===== src/rtl/tft_spi_tx.sv =====
// tft_spi_tx: byte FIFO feeding an SPI mode-0 (MSB first) serializer for a TFT panel.
// Chip select stays low across back-to-back bytes. After a lone byte it is released
// CLK_DIV cycles after the last falling SCLK edge.
module tft_spi_tx #(
  parameter int CLK_DIV = 2,
  parameter int DEPTH   = 4
) (
  input  logic       clk,
  input  logic       rst_n,
  input  logic       tft_transmit,
  input  logic [7:0] tft_data,
  input  logic       tft_dc,
  output logic       tft_busy,
  output logic       spi_sclk,
  output logic       spi_mosi,
  output logic       spi_cs_n,
  output logic       spi_dc,
  output logic       overflow,
  output logic       idle
);

  localparam int PTR_W = (DEPTH > 1) ? $clog2(DEPTH) : 1;
  localparam int CNT_W = PTR_W + 1;
  localparam int DIV_W = (CLK_DIV > 1) ? $clog2(CLK_DIV) : 1;
  localparam logic [DIV_W-1:0] DIV_LAST = DIV_W'(CLK_DIV - 1);

  typedef enum logic [1:0] {IDLE, LOAD, SHIFT, RELEASE} state_t;

  state_t           r_state, w_stateNext;
  logic [8:0]       r_mem [DEPTH];
  logic [PTR_W-1:0] r_wrPtr, r_rdPtr;
  logic [CNT_W-1:0] r_count;
  logic             r_overflow;
  logic [7:0]       r_sr, w_srNext;
  logic [DIV_W-1:0] r_div, w_divNext, w_divCur;
  logic [2:0]       r_bitCnt, w_bitCntNext;
  logic             r_sclk, w_sclkNext;
  logic             r_csN, w_csNNext;
  logic             r_dc, w_dcNext;
  logic             w_push, w_pop, w_full, w_empty, w_tick;
  logic [8:0]       w_head;

  assign w_full  = (r_count == CNT_W'(DEPTH));
  assign w_empty = (r_count == '0);
  assign w_push  = tft_transmit && !w_full;
  assign w_head  = r_mem[r_rdPtr];

  // FIFO storage has no reset; validity is tracked by the pointers and count.
  always_ff @(posedge clk) begin
    if (w_push) r_mem[r_wrPtr] <= {tft_dc, tft_data};
  end

  // FIFO pointers and occupancy. A push that finds the FIFO full is dropped, and overflow latches until reset.
  always_ff @(posedge clk or negedge rst_n) begin
    if (!rst_n) begin
      r_wrPtr    <= '0;
      r_rdPtr    <= '0;
      r_count    <= '0;
      r_overflow <= 1'b0;
    end else begin
      if (w_push) r_wrPtr <= r_wrPtr + PTR_W'(1);
      if (w_pop)  r_rdPtr <= r_rdPtr + PTR_W'(1);
      case ({w_push, w_pop})
        2'b10:   r_count <= r_count + CNT_W'(1);
        2'b01:   r_count <= r_count - CNT_W'(1);
        default: r_count <= r_count;
      endcase
      if (tft_transmit && w_full) r_overflow <= 1'b1;
    end
  end

  // Serializer state and registered SPI pins.
  always_ff @(posedge clk or negedge rst_n) begin
    if (!rst_n) begin
      r_state  <= IDLE;
      r_sr     <= '0;
      r_div    <= '0;
      r_bitCnt <= '0;
      r_sclk   <= 1'b0;
      r_csN    <= 1'b1;
      r_dc     <= 1'b1;
    end else begin
      r_state  <= w_stateNext;
      r_sr     <= w_srNext;
      r_div    <= w_divNext;
      r_bitCnt <= w_bitCntNext;
      r_sclk   <= w_sclkNext;
      r_csN    <= w_csNNext;
      r_dc     <= w_dcNext;
    end
  end

  // Next-state logic. A pop loads the byte and pin values so that LOAD already shows cs low and bit 7.
  // The LOAD cycle is the first divider step, so the first SCLK rise lands CLK_DIV cycles after LOAD.
  // The first RELEASE cycle is where a queued byte is chained without raising cs.
  always_comb begin
    w_stateNext  = r_state;
    w_pop        = 1'b0;
    w_srNext     = r_sr;
    w_divNext    = r_div;
    w_bitCntNext = r_bitCnt;
    w_sclkNext   = r_sclk;
    w_csNNext    = r_csN;
    w_dcNext     = r_dc;
    w_divCur     = (r_state == LOAD) ? '0 : r_div;
    w_tick       = (w_divCur == DIV_LAST);
    case (r_state)
      IDLE: begin
        if (!w_empty) begin
          w_pop       = 1'b1;
          w_srNext    = w_head[7:0];
          w_dcNext    = w_head[8];
          w_csNNext   = 1'b0;
          w_stateNext = LOAD;
        end
      end
      LOAD, SHIFT: begin
        if (r_state == LOAD) w_bitCntNext = '0;
        w_stateNext = SHIFT;
        if (w_tick) begin
          w_divNext = '0;
          if (!r_sclk) begin
            w_sclkNext = 1'b1;
          end else begin
            w_sclkNext   = 1'b0;
            w_srNext     = {r_sr[6:0], 1'b0};
            w_bitCntNext = r_bitCnt + 3'd1;
            if (r_bitCnt == 3'd7) w_stateNext = RELEASE;
          end
        end else begin
          w_divNext = w_divCur + DIV_W'(1);
        end
      end
      RELEASE: begin
        if ((r_div == '0) && !w_empty) begin
          w_pop       = 1'b1;
          w_srNext    = w_head[7:0];
          w_dcNext    = w_head[8];
          w_stateNext = LOAD;
        end else if (r_div == DIV_LAST) begin
          w_divNext   = '0;
          w_csNNext   = 1'b1;
          w_stateNext = IDLE;
        end else begin
          w_divNext = r_div + DIV_W'(1);
        end
      end
      default: w_stateNext = IDLE;
    endcase
  end

  assign spi_sclk = r_sclk;
  assign spi_mosi = r_sr[7];
  assign spi_cs_n = r_csN;
  assign spi_dc   = r_dc;
  assign tft_busy = w_full;
  assign overflow = r_overflow;
  assign idle     = w_empty && (r_state == IDLE) && r_csN;

endmodule

===== config.mk =====
export PLATFORM = sky130hd
export DESIGN_NAME = tft_spi_tx
export DESIGN_NICKNAME = d
export VERILOG_FILES = /design/src/rtl/tft_spi_tx.sv
export SDC_FILE = /design/constraint.sdc
export NUM_CORES = 1
export LEC_CHECK = 0
export CORE_MARGIN = 10
export CORE_UTILIZATION = 58
export DETAILED_ROUTE_END_ITERATION = 7
export HOLD_SLACK_MARGIN = 0.06
export PLACE_DENSITY = 0.81
export SYNTH_ARGS = -nofsm -noshare
export SYNTH_HDL_FRONTEND = slang
export SYNTH_SLANG_ARGS = --single-unit

===== constraint.sdc =====
create_clock -name clk -period 2.5 [get_ports clk]
set_input_delay 0.5 -clock clk [delete_from_list [all_inputs] [get_ports clk]]
set_output_delay 0.5 -clock clk [all_outputs]
set_load 0.01 [all_outputs]

==> summary.txt, run 1 <==
Final layout
  – Filler cells: 301
  – Design area: 3153 µm²
  – N_diodes: 0
  – Share of cells above drive strength 1: 19.64%
  – Nets@finish: 243
  – Most common cell after layout, fill and taps aside: edfxtp_1
  – Final Util: 70.95%
  – Most frequent cells in the layout: edfxtp_1 (36), dfrtp_1 (23), nand2_1 (18), clkdlybuf4s50_1 (18), mux2_2 (16)
  – P&R area growth vs syn: 16.72%

Hold path
  – Worst hold stages: 1
  – Min-delay worst type: reg -> reg
  – Hold Path End: overflow$_DFFE_PN0P_
  – Worst hold start: overflow$_DFFE_PN0P_

Global routing
  – Initial antenna violation count: 0
  – Total global-route track usage: 13.31%
  – Number of global-route vias before repair: 1614
  – Gr ovfl total: 0
  – First-pass GRT wire length: 7734 µm
  – Largest net degree at the start of global routing: 16

Flow run
  – Max-Cap Viols: 0

Power and ir drop
  – Maximum vdd drop: 0.6520 mV
  – Leakage: 0.001229 µW
  – Power Density: 1401 nW/µm²

Clock tree
  – Post-CTS sizing: 0
  – Inserted Clock Buffers: 9
  – Sink Count: 61
  – Post-CTS Hold Buffers: 0
  – H-tree depth: 3
  – Clk pin slew, worst setup/hold paths: 70 ps
  – CTS tree: built
  – Root buf cell: clkbuf_8
  – Clk_lat worst skew: 340 ps
  – Setup bufs post-CTS: 0
  – Clk buf depth: 2

Timing
  – Setup TNS: 0 ps
  – Worst Clk Skew: 8.130 ps
  – Final Cycle Share: 92.19%
  – Relative slew slack: 64.89%
  – Tmin final: 2305 ps
  – Max-slew violations: 0
  – Fmax achieved: 0.4339 GHz
  – Final setup fails: 0
  – Worst-Margin Slew: 525.1 ps
  – Final Hold Slack: 464.1 ps
  – Fin. Hold Viols: 0
  – RSZ-0062 raised after global routing: no

Placed design
  – DP Wirelength: 3350 µm
  – Final Wtd Congestion: 0.7981
  – Buffers on Ports: 18
  – Placed inst area: 2929 µm²

Synthesis
  – Syn nets: 217
  – Synth Cell Area: 2701 µm²
  – Sequential element share of the synthesized area: 63.27%
  – Area leader, netlist: edfxtp_1
  – Post-synth cell types: 38
  – Post-synth top area share: 40.02%
  – Ys Warns: 0
  – Area contributors post-synth: edfxtp_1 (40%), dfrtp_1 (21%), mux2_2 (6.7%)
  – Seq cells post-synth: 61
  – Synthesized area per cell: 14.00 µm²
  – Mapped Cells: 193

Worst setup path
  – Required @ worst endpoint: 2000 ps
  – R2R setup slack: 270 ps
  – Crit. End Element: primary output
  – CP cell instances: inv_1 -> ha_2 -> and3_1 -> clkdlybuf4s50_1
  – Reg2Reg Depth: 10
  – Reg2reg end: r_count[2]$_DFFE_PN0P_
  – Crit start category: flip-flop
  – Crit path kind: reg -> out
  – Slowest Stage Delay on Critical Path: 530 ps
  – CP max stage cell: clkdlybuf4s50_1
  – Origin of the critical flop-to-flop path: r_state[1]$_DFFE_PN0P_
  – Worst Path Arrival: 1800 ps
  – Worst-path fanout max: 7

Floorplan
  – Die area: 7787 µm²
  – Die width: 88.25 µm
  – Initial Util: 60.78%
  – Die height: 88.25 µm
  – Top Ports: 19
  – Core Box Area: 4444 µm²
  – Row Count: 24

Route
  – Vias per inst: 5.714
  – Post-DRT Antenna Nets: 0
  – DR WL/cell: 16.91 µm
  – Drc violations: 0
  – DRT Pass-1 Iters: 5
  – Via count: 1577
  – DRT iter0 DRCs: 98
  – Final wirelength: 4668 µm

Status
  – Status: complete, no violations
-- report_power, final --
| group | leakage, µW | internal (µW) | switching (µW) | total (µW) |
|---|---|---|---|---|
| registers | 0.000621 | 1440 | 233 | 1680 |
| logic | 0.000502 | 835 | 946 | 1780 |
| clock network | 0.000106 | 564 | 398 | 961 |
| total | 0.00123 | 2840 | 1580 | 4420 |
-- cell families after synthesis --
kind of cell,synth area share [%]
mux,9.078
compound gates,8.755
simple gates,7.781
fa+ha+maj,5.836
flops,63.27
xor+xnor,2.270
buf+inv,3.011
-- flip-flops by register name (all words and copies together), names as in the netlist --
name,cells
r_count,3
overflow,1
spi_sclk,1
r_mem,36
r_wrPtr,2
r_sr,8
r_rdPtr,2
r_state,2
r_div,1
r_bitCnt,3
spi_dc,1
spi_cs_n,1
-- cell usage after synthesis (all sizes together) --
| library cell | instances |
|---|---|
| o311a | 1 |
| o2111ai | 1 |
| nand4 | 1 |
| xnor2 | 4 |
| nor2b | 2 |
| or3 | 1 |
| fa | 1 |
| and2b | 1 |
| ha | 11 |
| a21o | 1 |
| edfxtp | 36 |
| inv | 9 |
| o31ai | 7 |
| and3b | 1 |
| o21ai | 4 |
| mux2 | 16 |
| clkbuf | 2 |
| o22ai | 7 |
| dfstp | 2 |
| nor2 | 14 |
| a21oi | 2 |
| and2 | 4 |
| a22oi | 2 |
| and3 | 2 |
| mux2i | 2 |
| o221ai | 1 |
| o211a | 1 |
| mux4 | 2 |
| nand2 | 18 |
| nor3 | 1 |
| or2 | 1 |
| dfrtp | 23 |
| o2bb2ai | 3 |
| buf | 5 |
| a31oi | 1 |
| xor2 | 3 |
-- area by class of cell --
| type | instances | area [µm²] | share of cell area, % |
|---|---|---|---|
| flip-flops and latches | 61 | 1709 | 54.21 |
| multi-input cells | 116 | 913.4 | 28.97 |
| repair buffers | 22 | 210.2 | 6.667 |
| clock buffers | 9 | 123.9 | 3.929 |
| clock inverters | 7 | 97.59 | 3.095 |
| well taps | 52 | 65.06 | 2.063 |
| inverters | 9 | 33.78 | 1.071 |
-- worst max-delay path by stage --
stage,startpoint,to,slack (ps),depth (start not counted)
finish,r_state[1]$_DFFE_PN0P_,idle,200,4
global route,r_state[1]$_DFFE_PN0P_,idle,70,4
CTS,r_state[1]$_DFFE_PN0P_,idle,120,4
detailed placement,tft_transmit,r_count[2]$_DFFE_PN0P_,170,9
global placement,tft_transmit,r_count[2]$_DFFE_PN0P_,230,9
floorplan,r_state[0]$_DFFE_PN0P_,r_count[2]$_DFFE_PN0P_,300,10
-- critical path: cells and delay by family, from the launching register on --
kind,cells,cell delay (ps)
fa+ha+maj,1,260
simple gates,1,170
buf+inv,2,660
flops,1,380
-- layer usage --
metal / part of all wire [%] / vias to the layer above / track usage, % / wire length [µm]
li1: - / 759 / - / -
met1: 42 / 780 / 15.20 / 1946
met2: 53 / 34 / 21.97 / 2497
met3: 4.2 / 4 / 5.331 / 194
met4: 0.62 / 0 / 5.286 / 29
met5: 0 / - / 0 / 0
-- per-stage QoR --
step	total power, µW	setup WS, ps	instances
final	4419	195.2	276
after global routing	4733	65.82	276
after CTS	4456	118.7	276
after detailed placement	3476	172.4	260
after global placement	3342	226.8	260
after floorplan	3038	297.7	193
(Power assumes the default switching activity.)
==> run 2, diff against run 1 <==
--- a/config.mk
+++ b/config.mk
@@ -10,2 +10,3 @@
 export DETAILED_ROUTE_END_ITERATION = 7
+export GPL_TIMING_DRIVEN = 0
 export HOLD_SLACK_MARGIN = 0.06
==> constraint.sdc (replaced) <==
create_clock -name clk -period 2.5 [get_ports clk]
set_input_delay 0.25 -clock clk [delete_from_list [all_inputs] [get_ports clk]]
set_output_delay 0.25 -clock clk [all_outputs]
set_load 0.01 [all_outputs]
==> run 2 against run 1 <==
Against the previous run:
- cell count up 1.1%
- wire length up 6.6%
- register-to-register slack worse by 90 ps
- count of clock-buffer cells in the layout up 3
- combinational power up 10%
- maximum frequency down 0.63%
- highest routed layer unchanged
- clock power down 0.4%
==> summary.txt, run 2 (synthesized netlist as in run 1, its figures left out) <==
Worst setup path
  – R2R setup slack: 180 ps
  – Crit path kind: reg -> reg
  – CP startpoint: r_state[1]$_DFFE_PN0P_
  – CP endpoint: r_count[2]$_DFFE_PN0P_
  – Origin of the critical flop-to-flop path: r_state[1]$_DFFE_PN0P_
  – Worst Path Arrival: 2560 ps
  – Crit start category: flip-flop
  – Reg2Reg Depth: 10
  – Required @ worst endpoint: 2740 ps
  – Crit. End Element: flip-flop
  – Reg2reg end: r_count[2]$_DFFE_PN0P_
  – Worst-path fanout max: 7

Timing
  – Final setup fails: 0
  – Setup TNS: 0 ps
  – Fmax achieved: 0.4311 GHz
  – Final Hold Slack: 454.7 ps
  – Worst Clk Skew: 9.589 ps
  – Final Cycle Share: 92.78%
  – Max-slew violations: 0
  – Fin. Hold Viols: 0
  – Worst-Margin Slew: 1163 ps
  – RSZ-0062 raised after global routing: no
  – Tmin final: 2319 ps
  – Relative slew slack: 22.24%

Global routing
  – Number of global-route vias before repair: 1798
  – Initial antenna violation count: 0
  – Largest net degree at the start of global routing: 26
  – First-pass GRT wire length: 8445 µm
  – Gr ovfl total: 0
  – Total global-route track usage: 14.15%

Clock tree
  – Root buf cell: clkbuf_8
  – H-tree depth: 3
  – Setup bufs post-CTS: 0
  – Clk pin slew, worst setup/hold paths: 70 ps
  – Clk_lat worst skew: 330 ps
  – Post-CTS Hold Buffers: 0
  – Clk buf depth: 2
  – CTS tree: built
  – Inserted Clock Buffers: 9
  – Sink Count: 61

Route
  – Via count: 1635
  – DRT iter0 DRCs: 120
  – DRT Pass-1 Iters: 4
  – Vias per inst: 5.860
  – Drc violations: 0
  – Post-DRT Antenna Nets: 0
  – DR WL/cell: 17.84 µm
  – Final wirelength: 4976 µm

Power and ir drop
  – Leakage: 0.001232 µW
  – Maximum vdd drop: 0.7256 mV
  – Overall Power: 4540 µW
  – Power Density: 1431 nW/µm²

Floorplan
  – Initial Util: 60.78%
  – Top Ports: 19
  – Die area: 7787 µm²
  – Die height: 88.25 µm
  – Row Count: 24
  – Die width: 88.25 µm
  – Core Box Area: 4444 µm²

Final layout
  – Nets@finish: 246
  – Biggest regs: r_mem: 36 flops, r_sr: 8 flops
  – Filler cells: 294
  – Most frequent cells in the layout: edfxtp_1 (36), dfrtp_1 (23), nand2_1 (18), clkdlybuf4s50_1 (18), mux2_2 (16)
  – Max FFs per register: 36
  – P&R area growth vs syn: 17.46%
  – Share of cells above drive strength 1: 19.82%
  – N_diodes: 0
  – Largest Register: r_mem
  – Most common cell after layout, fill and taps aside: edfxtp_1

Flow run
  – Max-Cap Viols: 0

Placed design
  – Final Wtd Congestion: 0.8016
  – Buffers on Ports: 18
  – DP Wirelength: 3469 µm

Hold path
  – Min-delay worst type: reg -> reg
  – Worst hold start: overflow$_DFFE_PN0P_

Status
  – Status: complete, no violations
==> run 2: cell types whose count changed in the layout (fill, tap and decap cells not counted), sizes merged <==
cell and change:
clkinvlp -1, clkinv -1, clkbuf +5, inv -1, buf +1
==> run 2: power breakdown <==
| group | switching, µW | internal, µW | leakage, µW |
|---|---|---|---|
| registers | 183 | 1440 | 0.000621 |
| clock network | 371 | 586 | 0.000104 |
| logic | 1070 | 890 | 0.000507 |
| total | 1620 | 2920 | 0.00123 |
==> run 2: area by class of cell <==
class,count,area [µm²],area share (%)
sequential,61,1709,53.86
multi-input combinational,116,918.4,28.94
timing repair buffer,18,180.2,5.678
clock buffer,12,145.1,4.574
clock inverter,4,71.32,2.248
tap,52,65.06,2.050
buffer,7,47.55,1.498
inverter,9,36.28,1.144
==> run 2: how the worst min path moves through the flow <==
stage,endpoint,slack (ps),cells past startpoint
floorplan,overflow$_DFFE_PN0P_,-50,0
global placement,overflow$_DFFE_PN0P_,440,1
detailed placement,overflow$_DFFE_PN0P_,440,1
CTS,overflow$_DFFE_PN0P_,460,1
global route,overflow$_DFFE_PN0P_,490,1
finish,overflow$_DFFE_PN0P_,450,1
==> run 2: metal layers <==
metal	vias to the layer above	global-route usage, %	part of all wire [%]	wire (µm)
li1	763	-	-	-
met1	813	16.30	41	2035
met2	52	23.91	52	2595
met3	7	5.147	6.0	301
met4	0	4.846	0.88	44
met5	-	0	0	0
==> run 2: what timing repair did <==
item	4_1_cts	5_1_grt
pin swaps	0	0
resized for setup	1	4
endpoints found under the setup margin	1	1
==> run 2: worst max-delay path: stages, from the launching register on <==
cell,delay [ps]
dfrtp_1,390
inv_1,130
ha_2,330
inv_4,110
o211a_2,230
ha_1,190
inv_1,70
fa_1,380
xor2_1,150
nor2_1,100
xor2_1,160
==> run 2: stage by stage <==
step | utilization (%) | instance area [µm²] | std cells | setup WS (ps)
6_report | 71.40 | 3173 | 279 | 180.5
5_1_grt | 71.40 | 3173 | 279 | 36.13
4_1_cts | 71.17 | 3163 | 279 | 96.68
3_5_place_dp | 66.30 | 2947 | 263 | 38.52
3_3_place_gp | 66.30 | 2947 | 263 | 99.09
2_1_floorplan | - | 2701 | 193 | 297.7
